## src/rtl/spawn_scheduler_if.sv

```systemverilog
// Bundle of request, random-source, Pac-Man position, maze-ROM and result
// signals shared between the spawn scheduler and its environment.
interface spawn_scheduler_if #(
  parameter int unsigned N_REQ = 4
);
  logic [N_REQ-1:0] req;
  logic [9:0]       x_rand;
  logic [9:0]       y_rand;
  logic [9:0]       pac_x;
  logic [9:0]       pac_y;
  logic             qry_valid;
  logic [9:0]       qry_x;
  logic [9:0]       qry_y;
  logic             qry_wall;
  logic [N_REQ-1:0] ack;
  logic [9:0]       spawn_x;
  logic [9:0]       spawn_y;
  logic             spawn_fail;
  logic             busy;

  modport master (
    output req, x_rand, y_rand, pac_x, pac_y, qry_wall,
    input  qry_valid, qry_x, qry_y, ack, spawn_x, spawn_y, spawn_fail, busy
  );

  modport slave (
    input  req, x_rand, y_rand, pac_x, pac_y, qry_wall,
    output qry_valid, qry_x, qry_y, ack, spawn_x, spawn_y, spawn_fail, busy
  );
endinterface

```

## src/rtl/spawn_scheduler.sv

```systemverilog
// Round-robin spawn-position scheduler: samples random tile positions, rejects
// those near Pac-Man or on walls, and falls back to a default after MAX_TRIES.
module spawn_scheduler #(
  parameter int unsigned N_REQ     = 4,
  parameter int unsigned MAX_TRIES = 8,
  parameter int unsigned ROM_LAT   = 2,
  parameter logic [9:0]  MIN_DIST  = 10'd64,
  parameter logic [9:0]  DEF_X     = 10'd320,
  parameter logic [9:0]  DEF_Y     = 10'd240
) (
  input logic              Clk,
  input logic              Reset,
  spawn_scheduler_if.slave bus
);

  localparam int unsigned IDX_W  = (N_REQ > 1) ? $clog2(N_REQ) : 1;
  localparam int unsigned TRY_W  = $clog2(MAX_TRIES + 1);
  localparam int unsigned WAIT_W = $clog2(ROM_LAT + 1);

  typedef enum logic [2:0] {IDLE, SAMPLE, DIST, WAIT, DONE} state_t;

  state_t            state_q;
  logic [IDX_W-1:0]  rr_ptr_q;
  logic [IDX_W-1:0]  grant_q;
  logic [TRY_W-1:0]  tries_q;
  logic [WAIT_W-1:0] wait_cnt_q;
  logic [9:0]        cx_q;
  logic [9:0]        cy_q;
  logic              near_q;
  logic              qry_valid_q;
  logic [9:0]        qry_x_q;
  logic [9:0]        qry_y_q;
  logic [N_REQ-1:0]  ack_q;
  logic [9:0]        spawn_x_q;
  logic [9:0]        spawn_y_q;
  logic              spawn_fail_q;
  logic              busy_q;

  logic [9:0]        cx_d;
  logic [9:0]        cy_d;
  logic signed [10:0] diff_x_d;
  logic signed [10:0] diff_y_d;
  logic signed [10:0] dist_x_d;
  logic signed [10:0] dist_y_d;
  logic              near_d;
  logic              grant_found_d;
  logic [IDX_W-1:0]  grant_d;
  logic              last_wait_d;
  logic              reject_d;
  logic              accept_d;
  logic              give_up_d;

  logic unused_rand_lsbs;
  assign unused_rand_lsbs = ^{bus.x_rand[3:0], bus.y_rand[3:0]};

  // First asserted request at or after ptr, searching upward modulo N_REQ.
  function automatic logic [IDX_W-1:0] rr_pick(input logic [N_REQ-1:0] r,
                                               input logic [IDX_W-1:0] ptr);
    logic [IDX_W-1:0] pick;
    int unsigned      idx;
    pick = ptr;
    for (int i = N_REQ - 1; i >= 0; i--) begin
      idx = (32'(ptr) + 32'(i)) % N_REQ;
      if (r[idx[IDX_W-1:0]]) pick = idx[IDX_W-1:0];
    end
    return pick;
  endfunction

  always_comb begin
    cx_d          = {bus.x_rand[9:4], 4'b0000};
    cy_d          = {bus.y_rand[9:4], 4'b0000};
    diff_x_d      = $signed({1'b0, cx_d}) - $signed({1'b0, bus.pac_x});
    diff_y_d      = $signed({1'b0, cy_d}) - $signed({1'b0, bus.pac_y});
    dist_x_d      = diff_x_d[10] ? -diff_x_d : diff_x_d;
    dist_y_d      = diff_y_d[10] ? -diff_y_d : diff_y_d;
    near_d        = (dist_x_d < $signed({1'b0, MIN_DIST})) &&
                    (dist_y_d < $signed({1'b0, MIN_DIST}));
    grant_found_d = |bus.req;
    grant_d       = rr_pick(bus.req, rr_ptr_q);
    last_wait_d   = (state_q == WAIT) && (wait_cnt_q == WAIT_W'(1));
    reject_d      = ((state_q == DIST) && near_q) || (last_wait_d && bus.qry_wall);
    accept_d      = last_wait_d && !bus.qry_wall;
    give_up_d     = (tries_q == TRY_W'(MAX_TRIES));
  end

  always_ff @(posedge Clk or posedge Reset) begin
    if (Reset) begin
      state_q      <= IDLE;
      rr_ptr_q     <= '0;
      grant_q      <= '0;
      tries_q      <= '0;
      wait_cnt_q   <= '0;
      cx_q         <= '0;
      cy_q         <= '0;
      near_q       <= 1'b0;
      qry_valid_q  <= 1'b0;
      qry_x_q      <= '0;
      qry_y_q      <= '0;
      ack_q        <= '0;
      spawn_x_q    <= '0;
      spawn_y_q    <= '0;
      spawn_fail_q <= 1'b0;
      busy_q       <= 1'b0;
    end else begin
      ack_q       <= '0;
      qry_valid_q <= 1'b0;
      case (state_q)
        IDLE: begin
          if (grant_found_d) begin
            grant_q <= grant_d;
            tries_q <= '0;
            busy_q  <= 1'b1;
            state_q <= SAMPLE;
          end
        end
        // Distance is judged here so the ROM strobe is registered into DIST.
        SAMPLE: begin
          cx_q    <= cx_d;
          cy_q    <= cy_d;
          near_q  <= near_d;
          tries_q <= tries_q + TRY_W'(1);
          state_q <= DIST;
          if (!near_d) begin
            qry_valid_q <= 1'b1;
            qry_x_q     <= cx_d;
            qry_y_q     <= cy_d;
          end
        end
        DIST: begin
          if (!near_q) begin
            wait_cnt_q <= WAIT_W'(ROM_LAT);
            state_q    <= WAIT;
          end
        end
        WAIT: wait_cnt_q <= wait_cnt_q - WAIT_W'(1);
        DONE: begin
          rr_ptr_q <= (32'(grant_q) == N_REQ - 1) ? '0 : grant_q + IDX_W'(1);
          busy_q   <= 1'b0;
          state_q  <= IDLE;
        end
        default: state_q <= IDLE;
      endcase

      // Rejects either retry or fall back in the cycle they are detected.
      if (reject_d && !give_up_d) state_q <= SAMPLE;
      if (accept_d || (reject_d && give_up_d)) begin
        state_q      <= DONE;
        ack_q        <= N_REQ'(1) << grant_q;
        spawn_x_q    <= accept_d ? cx_q : DEF_X;
        spawn_y_q    <= accept_d ? cy_q : DEF_Y;
        spawn_fail_q <= !accept_d;
      end
    end
  end

  assign bus.qry_valid  = qry_valid_q;
  assign bus.qry_x      = qry_x_q;
  assign bus.qry_y      = qry_y_q;
  assign bus.ack        = ack_q;
  assign bus.spawn_x    = spawn_x_q;
  assign bus.spawn_y    = spawn_y_q;
  assign bus.spawn_fail = spawn_fail_q;
  assign bus.busy       = busy_q;

endmodule

```

## src/flat_wrapper.sv

```systemverilog
// flat-port wrapper written by rule: the top's interface ports become plain ports
module spawn_scheduler_flat 
#(
  parameter int unsigned N_REQ     = 4,
  parameter int unsigned MAX_TRIES = 8,
  parameter int unsigned ROM_LAT   = 2,
  parameter logic [9:0]  MIN_DIST  = 10'd64,
  parameter logic [9:0]  DEF_X     = 10'd320,
  parameter logic [9:0]  DEF_Y     = 10'd240
)
  (Clk, Reset, bus_req, bus_x_rand, bus_y_rand, bus_pac_x, bus_pac_y, bus_qry_wall, bus_qry_valid, bus_qry_x, bus_qry_y, bus_ack, bus_spawn_x, bus_spawn_y, bus_spawn_fail, bus_busy);
  spawn_scheduler_if #(.N_REQ(N_REQ)) bus_i ();
  input logic Clk;
  input logic Reset;
  input wire logic [$bits(bus_i.req)-1:0] bus_req;
  input wire logic [$bits(bus_i.x_rand)-1:0] bus_x_rand;
  input wire logic [$bits(bus_i.y_rand)-1:0] bus_y_rand;
  input wire logic [$bits(bus_i.pac_x)-1:0] bus_pac_x;
  input wire logic [$bits(bus_i.pac_y)-1:0] bus_pac_y;
  input wire logic [$bits(bus_i.qry_wall)-1:0] bus_qry_wall;
  output wire logic [$bits(bus_i.qry_valid)-1:0] bus_qry_valid;
  output wire logic [$bits(bus_i.qry_x)-1:0] bus_qry_x;
  output wire logic [$bits(bus_i.qry_y)-1:0] bus_qry_y;
  output wire logic [$bits(bus_i.ack)-1:0] bus_ack;
  output wire logic [$bits(bus_i.spawn_x)-1:0] bus_spawn_x;
  output wire logic [$bits(bus_i.spawn_y)-1:0] bus_spawn_y;
  output wire logic [$bits(bus_i.spawn_fail)-1:0] bus_spawn_fail;
  output wire logic [$bits(bus_i.busy)-1:0] bus_busy;
  assign bus_i.req = bus_req;
  assign bus_i.x_rand = bus_x_rand;
  assign bus_i.y_rand = bus_y_rand;
  assign bus_i.pac_x = bus_pac_x;
  assign bus_i.pac_y = bus_pac_y;
  assign bus_i.qry_wall = bus_qry_wall;
  assign bus_qry_valid = bus_i.qry_valid;
  assign bus_qry_x = bus_i.qry_x;
  assign bus_qry_y = bus_i.qry_y;
  assign bus_ack = bus_i.ack;
  assign bus_spawn_x = bus_i.spawn_x;
  assign bus_spawn_y = bus_i.spawn_y;
  assign bus_spawn_fail = bus_i.spawn_fail;
  assign bus_busy = bus_i.busy;
  spawn_scheduler #(.N_REQ(N_REQ), .MAX_TRIES(MAX_TRIES), .ROM_LAT(ROM_LAT), .MIN_DIST(MIN_DIST), .DEF_X(DEF_X), .DEF_Y(DEF_Y)) u_core (.Clk(Clk), .Reset(Reset), .bus(bus_i));
endmodule
```

## config.mk

```make
export PLATFORM = sky130hd
export DESIGN_NAME = spawn_scheduler_flat
export DESIGN_NICKNAME = d
export VERILOG_FILES = /design/src/rtl/spawn_scheduler_if.sv /design/src/rtl/spawn_scheduler.sv /design/src/flat_wrapper.sv
export SDC_FILE = /design/constraint.sdc
export NUM_CORES = 1
export LEC_CHECK = 0
export CORE_MARGIN = 3
export CORE_UTILIZATION = 55
export CTS_BUF_LIST = sky130_fd_sc_hd__clkbuf_4
export DETAILED_ROUTE_END_ITERATION = 10
export DONT_BUFFER_PORTS = 1
export PLACE_DENSITY = 0.78
export SLEW_MARGIN = 20
export SYNTH_ARGS = -nofsm -noshare
export SYNTH_HDL_FRONTEND = slang
export SYNTH_SLANG_ARGS = --single-unit
```

## constraint.sdc

```tcl
create_clock -name Clk -period 2.3 [get_ports Clk]
set_clock_uncertainty 0.2 [all_clocks]
set_input_delay 0.46 -clock Clk [delete_from_list [all_inputs] [get_ports Clk]]
set_output_delay 0.46 -clock Clk [all_outputs]
set_load 0.02 [all_outputs]
```

======== After elaboration in Yosys (flattened, before gate mapping) ========
Cells that the tools add are included.
cells by class
  add/sub/neg operators ................... 10
  order comparisons ....................... 6
  equality and inequality tests ........... 12
  shifts and indexed selects .............. 1
  mux-type cells .......................... 31
  bitwise logic cells ..................... 1
  reductions and logical operators ........ 23
operators with widths
  cell                 number
  $lt 11x8->1 const B  2
  $mux 11              2
  $neg 11->11          2
  $sub 10x10->11       2
  $mux 10              2
  $lt 2x3->1 const B   4
  $mux 2               6
  $mux 3               4
  $pmux 3 s4           1
  $reduce_and 2->1     5
  $bmux 1 s2           4
  $mux 4               2
  $pmux 4 s2           1
  $logic_and 1x1->1    7
  $mux 1               7
  $eq 3x2->1 const B   2
  $reduce_bool 2->1    3
  $add 2x1->2 const B  2
  $add 2x2->2 const B  2
  $add 4x1->4 const B  1
  $eq 4x4->1 const B   1
  $ne 4x1->1 const B   1
  $ne 4x4->1 const B   1
  $pmux 2 s2           1
  16 further kinds     19
storage, ports and cells
  bits in registers ....................... 65
  input port bits ......................... 47
  output and inout port bits .............. 47
  word-level logic and storage cells ...... 100

======== Longest topological paths before layout ========
Gate-level depths: netlist (run 1).
  depth after elaboration ................. 8
  mapped depth ............................ 11
  mapped depth without buffers ............ 10

======== Worst setup path before layout (run 1) ========
Ideal clock, no wire load.
  kind .................................... input to register
  start point ............................. input bus_pac_y[5]
  end point ............................... register u_core.qry_x_q[4] (netlist: u_core.bus.qry_x[4])
  library setup time ...................... 0.128 ns
  arrival time ............................ 2.833 ns
  data required time ...................... 1.972 ns
  path slack .............................. -0.860 ns
  stages .................................. 11
  buffers on the path ..................... 1
  path through ............................ inv_1 > ha_1 > nor4bb_2 > a2111oi_4 > xnor2_1 > nand3b_1 > a2111oi_2 > a41oi_1 > o21ai_2 > buf_6 > mux2_1
on the way
  word-level cells in the longest chain between the ends .. 7
RTL lines
  item                            RTL line                source
  from (decl)                     flat_wrapper.sv:19      input wire logic [$bits(bus_i.pac_y)-1:0] bus_pac_y;
  $sub 10x10->11 (*)              spawn_scheduler.sv:73   diff_y_d = $signed({1'b0, cy_d}) - $signed({1'b0, bus.pac_y});
  $neg 11->11                     spawn_scheduler.sv:75   dist_y_d = diff_y_d[10] ? -diff_y_d : diff_y_d;
  $mux 11 (*)                     spawn_scheduler.sv:75
  $lt 11x8->1 (*)                 spawn_scheduler.sv:77   (dist_y_d < $signed({1'b0, MIN_DIST}));
  $logic_and 1x1->1 (*)           spawn_scheduler.sv:76   near_d = (dist_x_d < $signed({1'b0, MIN_DIST})) &&
  $not 1->1 (no line) (*)         n/a
  $reduce_and 2->1 (no line) (*)  n/a
  to (signal assigned)            spawn_scheduler.sv:97   qry_x_q <= '0;
  to (signal assigned)            spawn_scheduler.sv:125  qry_x_q <= cx_d;
  to (decl)                       spawn_scheduler.sv:31   logic [9:0] qry_x_q;
Mark *: on every way between the ends. The rest lies on a longest branch, timed or not.
A chain may end at the register's enable or synchronous reset.

======== Worst setup path after layout (run 1) ========
  start point ............................. input bus_pac_y[4]
  end point ............................... register u_core.qry_x_q[5] (netlist: u_core.bus.qry_x[5])
The elaborated chain is that of the path after synthesis.

==> run summary, run 1 <==
Measured on the finished design, the core utilization comes to 71.5%. The logs give 486 for the number of nets in the layout and 3340 sq um for the post-synth design cell area. For the count of different cell masters after synthesis, the log shows 54. The final layout contains routed wiring with a total length of 7990 microns.

Yosys printed 0 warnings. The via count of the first global-routing pass came out at 2754. The HPWL after detailed placement is 5510 microns. The number of antenna violations at the first check in global routing is 0. The checks that failed: setup timing. Summing the areas of all fa, ha and maj instances in the mapped netlist gives 7.86% of the synthesized area. The count of non-filler cells in the finished layout was 495; the residual antenna-violating net count after detailed routing was 0.

The pre-antenna-repair detailed-routing pass consisted of 4 iterations. The topmost layer with routed signal wires is met4. The largest family of logic cells by synthesized area is simple AND/OR/NAND/NOR gates. From synthesis to final layout, the design area changed by 22.0%.

After the first detailed-routing iteration, the DRC count stood at 178. Among all stages on the critical path, the largest delay is contributed by or3_4. The height of the die is 84.0 microns, and the layout filler cell count is 408.

Setup repair after global routing could not meet its margin everywhere. The met2 layer wire length in the routed design was 4150 microns. After Yosys synthesis, and, or, nand and nor cells account for 20.4% of the synthesized area.

The share of the Yosys chip area taken by registers is 42.6%. The antenna diode count is 0, and the mean instance size in the synthesized netlist is 9.11 sq um. STA classifies the critical path startpoint as an input pin. After global routing the overflow that remains totals 0. The routed wire length on met3 was 517 microns; the setup slack after layout was -0.384 ns. The tools report the instance count after placement with tap cells included as 458. The tightest hold path in the finished design has a slack of 0.150 ns. Multiplexer cells account for 5.61% of the synthesized area. On the worst path, the slowest cell contributes a delay of 0.40 ns. The flow ran to the end, but the final reports show violations.

The run gives 7050 sq um as the area enclosed by the die boundary. Routed wirelength normalized by instance count: 16.1 microns. STA classifies the critical path endpoint as a flop. After floorplanning, the core was divided into 27 placement rows. In this run the worst path has a maximum fanout of 5. The data arrival time at the worst-slack endpoint was 2.76 ns.

The commonest non-fill, non-tap cell in the layout is nand2_1. The count of final max-slew check failures is 0, and the xor-xnor portion of the synthesized cell area is 2.62%. For this run, the total global-route usage over all layers was measured as 23.4%. The level count of the clock H-tree is 3.

The minimum clock period after layout is 2.68 ns, and the total power divided by cell area is 1030 nW/um^2. The run gives 0.830 as the final weighted congestion in routability-driven placement. The buffer depth of the longest clock path was 2. The library cells used most frequently in the layout, excluding fill and tap cells, are nand2_1, dfrtp_1, buf_4. After clock tree synthesis, the clock-pin slew on the worst setup and hold paths is 0.09 ns.

Counting flops and latches in the post-synthesis netlist gives 57. Cells with a size suffix above 1 make up 21.3% of the layout. Entering global routing, the biggest net connects 58 pins. By startpoint and endpoint, the worst setup path is classified as in2reg. The first global-routing pass estimated 13000 microns of wire. The cell sitting at the root of the clock tree is a clkbuf_4. For this block, the via count after detailed routing is 2722. The signal on the critical path passes through inv_8 > ha_4 > nor3b_4 > a21oi_2 > xnor2_1 > or3_4 > a2111oi_4 > a41oi_2 > o21ai_4 > buf_6 > mux2_4.

The achievable frequency was 0.373 GHz. The sum of internal, switching and leakage power is 4.19 mW, and the count of flip-flops with a built-in enable after synthesis is 0. The synthesized netlist devotes 13.0% of its cell area to compound gates. The die width was 84.0 microns; the total routed wire length on the met1 layer was 3170 microns. For the post-route standard cell area excluding fillers, the log shows 4080 sq um. For this run, design rule violations remaining after detail routing come to 0. Number of endpoints with negative hold slack in the final report: 0. The tightest min-delay check is of the in2reg type. For the required time of the critical path, the log shows 2.37 ns. The post-detailed-route via-to-cell ratio was 5.50. Setup violations remaining at the end of the flow were counted as 14.

Input and output buffers added on the ports amount to 0. Buffers inserted during clock tree synthesis total 9. In this run the static leakage power is 1.98 nW. The leading register cell type out of synthesis was dfrtp_1. Across the run, the number of max-cap violations was 0. Once placement finished, the instance area stood at 3680 sq um. Synthesis produced a netlist whose cell count is 367.

The standard cell core area was 5710 sq um; the sum of negative setup slack was -4.86 ns. The worst-case IR drop observed on VDD is 0.000635 V. For this design the top-level I/O count stands at 94. The async set or reset register ratio after synthesis is 100%, and the pre-CTS setup slack is -0.866 ns. CTS saw 57 sinks. The fraction of the cycle the final worst path needs was 117%; the initial cell density of the core was 58.6%. TritonCTS built the clock tree. The clock reaches the later pin of the worst-skew pair after 0.40 ns.
[sequential cells by signal, indices dropped and copies added (netlist names)]
register	flops
u_core.bus.qry_y	6
u_core.bus.ack	4
u_core.bus.qry_x	6
u_core.cy_q	6
u_core.bus.spawn_y	6
u_core.state_q	3
u_core.cx_q	6
u_core.bus.spawn_x	6
u_core.grant_q	2
u_core.wait_cnt_q	2
u_core.tries_q	4
u_core.bus.spawn_fail	1
u_core.bus.busy	1
u_core.rr_ptr_q	2
u_core.near_q	1
u_core.bus.qry_valid	1
[synthesized netlist by cell type, types with 2 or more instances]
cell type | instances | area share [%]
nand2_1 | 72 | 8.1
o21ai_0 | 21 | 3.1
clkbuf_1 | 7 | 0.79
inv_1 | 26 | 2.9
mux2_2 | 2 | 0.67
buf_4 | 16 | 3.6
xnor2_1 | 5 | 1.3
nor2b_1 | 9 | 1.7
nor4_1 | 2 | 0.37
nor4b_1 | 2 | 0.52
nand3_1 | 8 | 1.2
nor3_1 | 5 | 0.75
nor2_1 | 28 | 3.1
a21oi_1 | 15 | 2.2
o22ai_1 | 2 | 0.37
o221ai_1 | 2 | 0.52
o21a_1 | 2 | 0.45
a211o_1 | 3 | 0.79
a211oi_1 | 4 | 0.90
mux2_1 | 12 | 4.0
ha_1 | 21 | 7.9
nand2b_1 | 5 | 0.94
xor2_1 | 5 | 1.3
mux2i_1 | 3 | 0.90
dfrtp_1 | 57 | 43
a21o_1 | 2 | 0.45
and2_1 | 4 | 0.75
[power breakdown]
group          internal, mW  total (mW)  switching (mW)
Combinational         0.762        1.51           0.753
Sequential             1.45        2.11           0.663
Clock                 0.217       0.564           0.347
[critical path: cells and delay by family]
kind	cells	cell delay [ns]
mux	1	0.30
simple gates	2	0.66
fa+ha+maj	1	0.26
xor+xnor	1	0.13
buf+inv	2	0.17
compound gates	4	0.76
[logic make-up (layout without fill, tap and decap cells)]
family	after synthesis	count (layout)
adders and majority gates	21	21
xor gates and xnor gates	10	10
muxes	17	17
DFF	57	57
buffers and inverters	51	92
AOI/OAI and AO/OA	64	64
other	1	16
and+or+nand+nor	146	146
[path summary, 6_finish.rpt]
path / from / end / slack, ns / cells past startpoint
worst max-delay path: bus_pac_y[4] / u_core.bus.qry_x[5] / -0.38 / 11
worst min-delay path: bus_req[1] / u_core.grant_q[0] / 0.15 / 2
worst max register to register: u_core.state_q[1] / u_core.cx_q[5] / 0.16 / 6
worst min register to register: u_core.cy_q[5] / u_core.cy_q[5] / 0.28 / 2
max in group asynchronous: Reset / u_core.cx_q[4] / 1.28 / 3
min in group asynchronous: Reset / u_core.bus.spawn_y[8] / 0.37 / 3
[area by class of cell]
type | count | area (sq um) | area share, %
Multi-Input combinational cell | 274 | 1920 | 47.1
Sequential cell | 57 | 1430 | 34.9
Timing Repair Buffer | 49 | 430 | 10.5
Inverter | 27 | 114 | 2.79
Tap cell | 72 | 90.1 | 2.21
Clock buffer | 10 | 75.1 | 1.84
Clock inverter | 6 | 25.0 | 0.613
[repair_timing]
action                     CTS  global route
pin swaps                    9             4
setup endpoints to repair   14            14
setup buffers                4             3
hold endpoints to repair    80             1
resized for setup           13            12
hold buffers                13             1
[per-layer routing]
metal,vias up,GRT usage (%)
met4,0,8.63
li1,1314,-
met3,15,8.09
met2,89,40.4
met1,1304,26.5
met5,-,0
Note: power is estimated with default switching activity, not from simulation.
==> run 2: changes to the inputs <==
--- a/config.mk
+++ b/config.mk
@@ -6,11 +6,11 @@
 export NUM_CORES = 1
 export LEC_CHECK = 0
 export CORE_MARGIN = 3
-export CORE_UTILIZATION = 55
+export CORE_UTILIZATION = 31
 export CTS_BUF_LIST = sky130_fd_sc_hd__clkbuf_4
 export DETAILED_ROUTE_END_ITERATION = 10
 export DONT_BUFFER_PORTS = 1
-export PLACE_DENSITY = 0.78
+export PLACE_DENSITY = 0.51
 export SLEW_MARGIN = 20
 export SYNTH_ARGS = -nofsm -noshare
 export SYNTH_HDL_FRONTEND = slang
==> run summary, run 2 (synthesis gave the netlist of run 1 again) <==
Number of endpoints with negative hold slack in the final report: 0 (unchanged). Fraction of the cycle the final worst path needs: 117% (about the same). Start-to-end type of the worst setup path: in2reg (unchanged). The endpoint kind of the worst setup timing path was a flop (unchanged).

The core utilization of the finished layout is 40.6% (was 71.5%), and the height of the die is 110 microns (was 84.0 microns). For the number of primary I/O pins, the log shows 94 (unchanged). The count of buffers from port buffering is 0 (unchanged).

The logs give -4.90 ns (was -4.86 ns) for the sum of negative setup slack and 2.78 ns (was 2.76 ns) for the data arrival time at the worst-slack endpoint. The combined global-route utilization of all metal layers is 13.8% (was 23.4%), and the achievable frequency is 0.371 GHz (was 0.373 GHz). The area added between synthesis and finish is 26.5% (was 22.0%). The level count of the clock H-tree is 3 (unchanged), and the buffer depth of the longest clock path is 2 (unchanged).

For the number of antenna violations at the first check in global routing, the log shows 0 (unchanged). The routed wirelength normalized by instance count is 14.5 microns (was 16.1 microns), and the maximum vdd ir drop is 0.000622 V (was 0.000635 V). The violation count after the first detailed-routing iteration was 135 (was 178). The share of final-layout standard cells stronger than drive strength 1 is 22.9% (was 21.3%).

The residual antenna-violating net count after detailed routing came out at 0 (unchanged). The static power due to leakage is 2.01 nW (was 1.98 nW), and the count of final max-slew check failures is 0 (unchanged). The run gives -0.397 ns (was -0.384 ns) as the setup slack after layout. The final-report setup violation count is 14 (unchanged).

The run gives 0 (unchanged) as the total congestion overflow after global routing. The run gives 0.776 (was 0.830) as the final weighted congestion in routability-driven placement. The tools report the cell chosen for the clock root as clkbuf_4 (unchanged). For the detailed-routing iteration count for the pre-antenna-repair pass, the log shows 5 (was 4). The initial cell density of the core is 32.1% (was 58.6%), and the post-detailed-route via-to-cell ratio is 4.73 (was 5.50).

The minimum clock period after layout was 2.70 ns (was 2.68 ns); the sum of internal, switching and leakage power was 4.28 mW (was 4.19 mW). The clock-pin slew on the worst setup and hold paths is 0.10 ns (was 0.09 ns), and the count of standard-cell rows is 37 (was 27). The type of element launching the critical path was an input pin (unchanged).

The run gives 16.1% (was 13.5%) as the clock power share. The run gives 10400 sq um (was 5710 sq um) as the standard cell core area. The tools report the half-perimeter wire length after placement as 5920 microns (was 5510 microns).

The area enclosed by the die boundary is 12100 sq um (was 7050 sq um). Leading cell types in the layout, fill and taps excluded: nand2_1, dfrtp_1, buf_4 (unchanged). The tools report the required time of the critical path as 2.38 ns (was 2.37 ns). The number of nets in the layout is 486 (unchanged). The antenna diode count came out at 0 (unchanged).

The total power divided by cell area works out to 1010 nW/um^2 (was 1030 nW/um^2). The layout filler cell count is 1044 (was 408). The run finished, with violations left. The commonest non-fill, non-tap cell in the layout is nand2_1 (unchanged).

TritonCTS built the clock tree. The total detailed-routing wirelength is 8080 microns (was 7990 microns), and the pre-CTS setup slack is -0.820 ns (was -0.866 ns). Setup repair after global routing could not meet its margin everywhere. The number of maximum-capacitance constraint violations was 0 (unchanged); the switching power was 1.76 mW (about the same). The sequential fraction of design power is 49.1% (was 50.4%). The design internal power is 2.52 mW (was 2.42 mW), and the total CTS buffers is 9 (unchanged). The tools report the combinational fraction of design power as 34.8% (was 36.2%). The via count of the first global-routing pass is 2689 (was 2754), and the worst hold margin is 0.152 ns (was 0.150 ns). The pin count of the biggest net entering global routing is 58 (unchanged).

The net switching fraction of the power is 41.0% (was 42.1%). Failing checks: setup timing (unchanged). The run gives 0 (unchanged) as the final routed DRC violation total.

Worst min-delay path category: in2reg (unchanged). The worst-path maximum fanout is 3 (was 5). The run gives 0.39 ns (was 0.40 ns) as the clock insertion delay at the later pin of the skew report. The number of sinks on the clock net was 57 (unchanged); the die width was 110 microns (was 84.0 microns).

The global-route wire length before repair came out at 13000 microns (about the same). The total via count in the routed design is 2643 (was 2722).
run 2: changes by cell type in the layout (fill, tap and decap cells not counted), sizes merged:
cell	change
buf	+1
bufinv	+1
clkbuf	-1
clkinv	-1
clkinvlp	+1
dlygate4sd3	-1
run 2: through the flow:
step,area [sq um],std cells
floorplan,3520,382
global route,4230,559
CTS,4180,558
detailed placement,3800,527
global placement,3800,527
finish,4230,559
run 2: power by group through the flow:
stage | clock network [mW] | registers (mW) | logic (mW)
3_5_place_dp | 0 | 2.14 | 1.35
2_1_floorplan | 0 | 1.98 | 1.10
6_report | 0.688 | 2.10 | 1.49
5_1_grt | 0.766 | 2.17 | 1.69
4_1_cts | 0.732 | 2.12 | 1.46
3_3_place_gp | 0 | 2.12 | 1.31
run 2: layout make-up:
class / count / area (sq um) / share of cell area [%]
multi-input cells: 274 / 1960 / 46.2
clock inverters: 7 / 61.3 / 1.45
well taps: 136 / 170 / 4.02
flip-flops and latches: 57 / 1430 / 33.7
inverters: 27 / 121 / 2.87
clock buffers: 9 / 67.6 / 1.60
repair buffers: 49 / 428 / 10.1
run 2: worst max-delay path: stages:
cell      delay [ns]
inv_1           0.09
ha_4            0.22
and3b_1         0.20
a221o_1         0.38
a21oi_4         0.19
xnor2_2         0.17
o2111a_1        0.22
mux2i_1         0.10
o21ai_2         0.25
buf_4           0.20
mux2_4          0.30
run 2: final timing paths:
kind	from	end	slack, ns	cells past startpoint
min in group asynchronous	Reset	u_core.bus.qry_y[5]	0.36	3
hold reg to reg	u_core.cx_q[5]	u_core.cx_q[5]	0.28	2
max in group asynchronous	Reset	u_core.bus.spawn_x[5]	1.26	3
setup / recovery	bus_pac_x[5]	u_core.bus.qry_x[5]	-0.40	11
hold / removal	bus_req[1]	u_core.grant_q[0]	0.15	2
setup reg to reg	u_core.state_q[1]	u_core.state_q[0]	0.36	8
run 2: what timing repair did:
item,4_1_cts,5_1_grt
setup buffers,2,1
gates resized for setup,24,6
endpoints found under the hold margin,81,0
hold buffers,13,0
endpoints found under the setup margin,14,14
pin swaps,12,2
run 2: layer usage:
metal / global-route usage (%) / part of all wire, % / vias up
li1: - / - / 1310
met1: 16.7 / 44 / 1247
met2: 22.7 / 48 / 73
met3: 5.23 / 6.7 / 13
met4: 4.45 / 1.6 / 0
met5: 0 / 0 / -
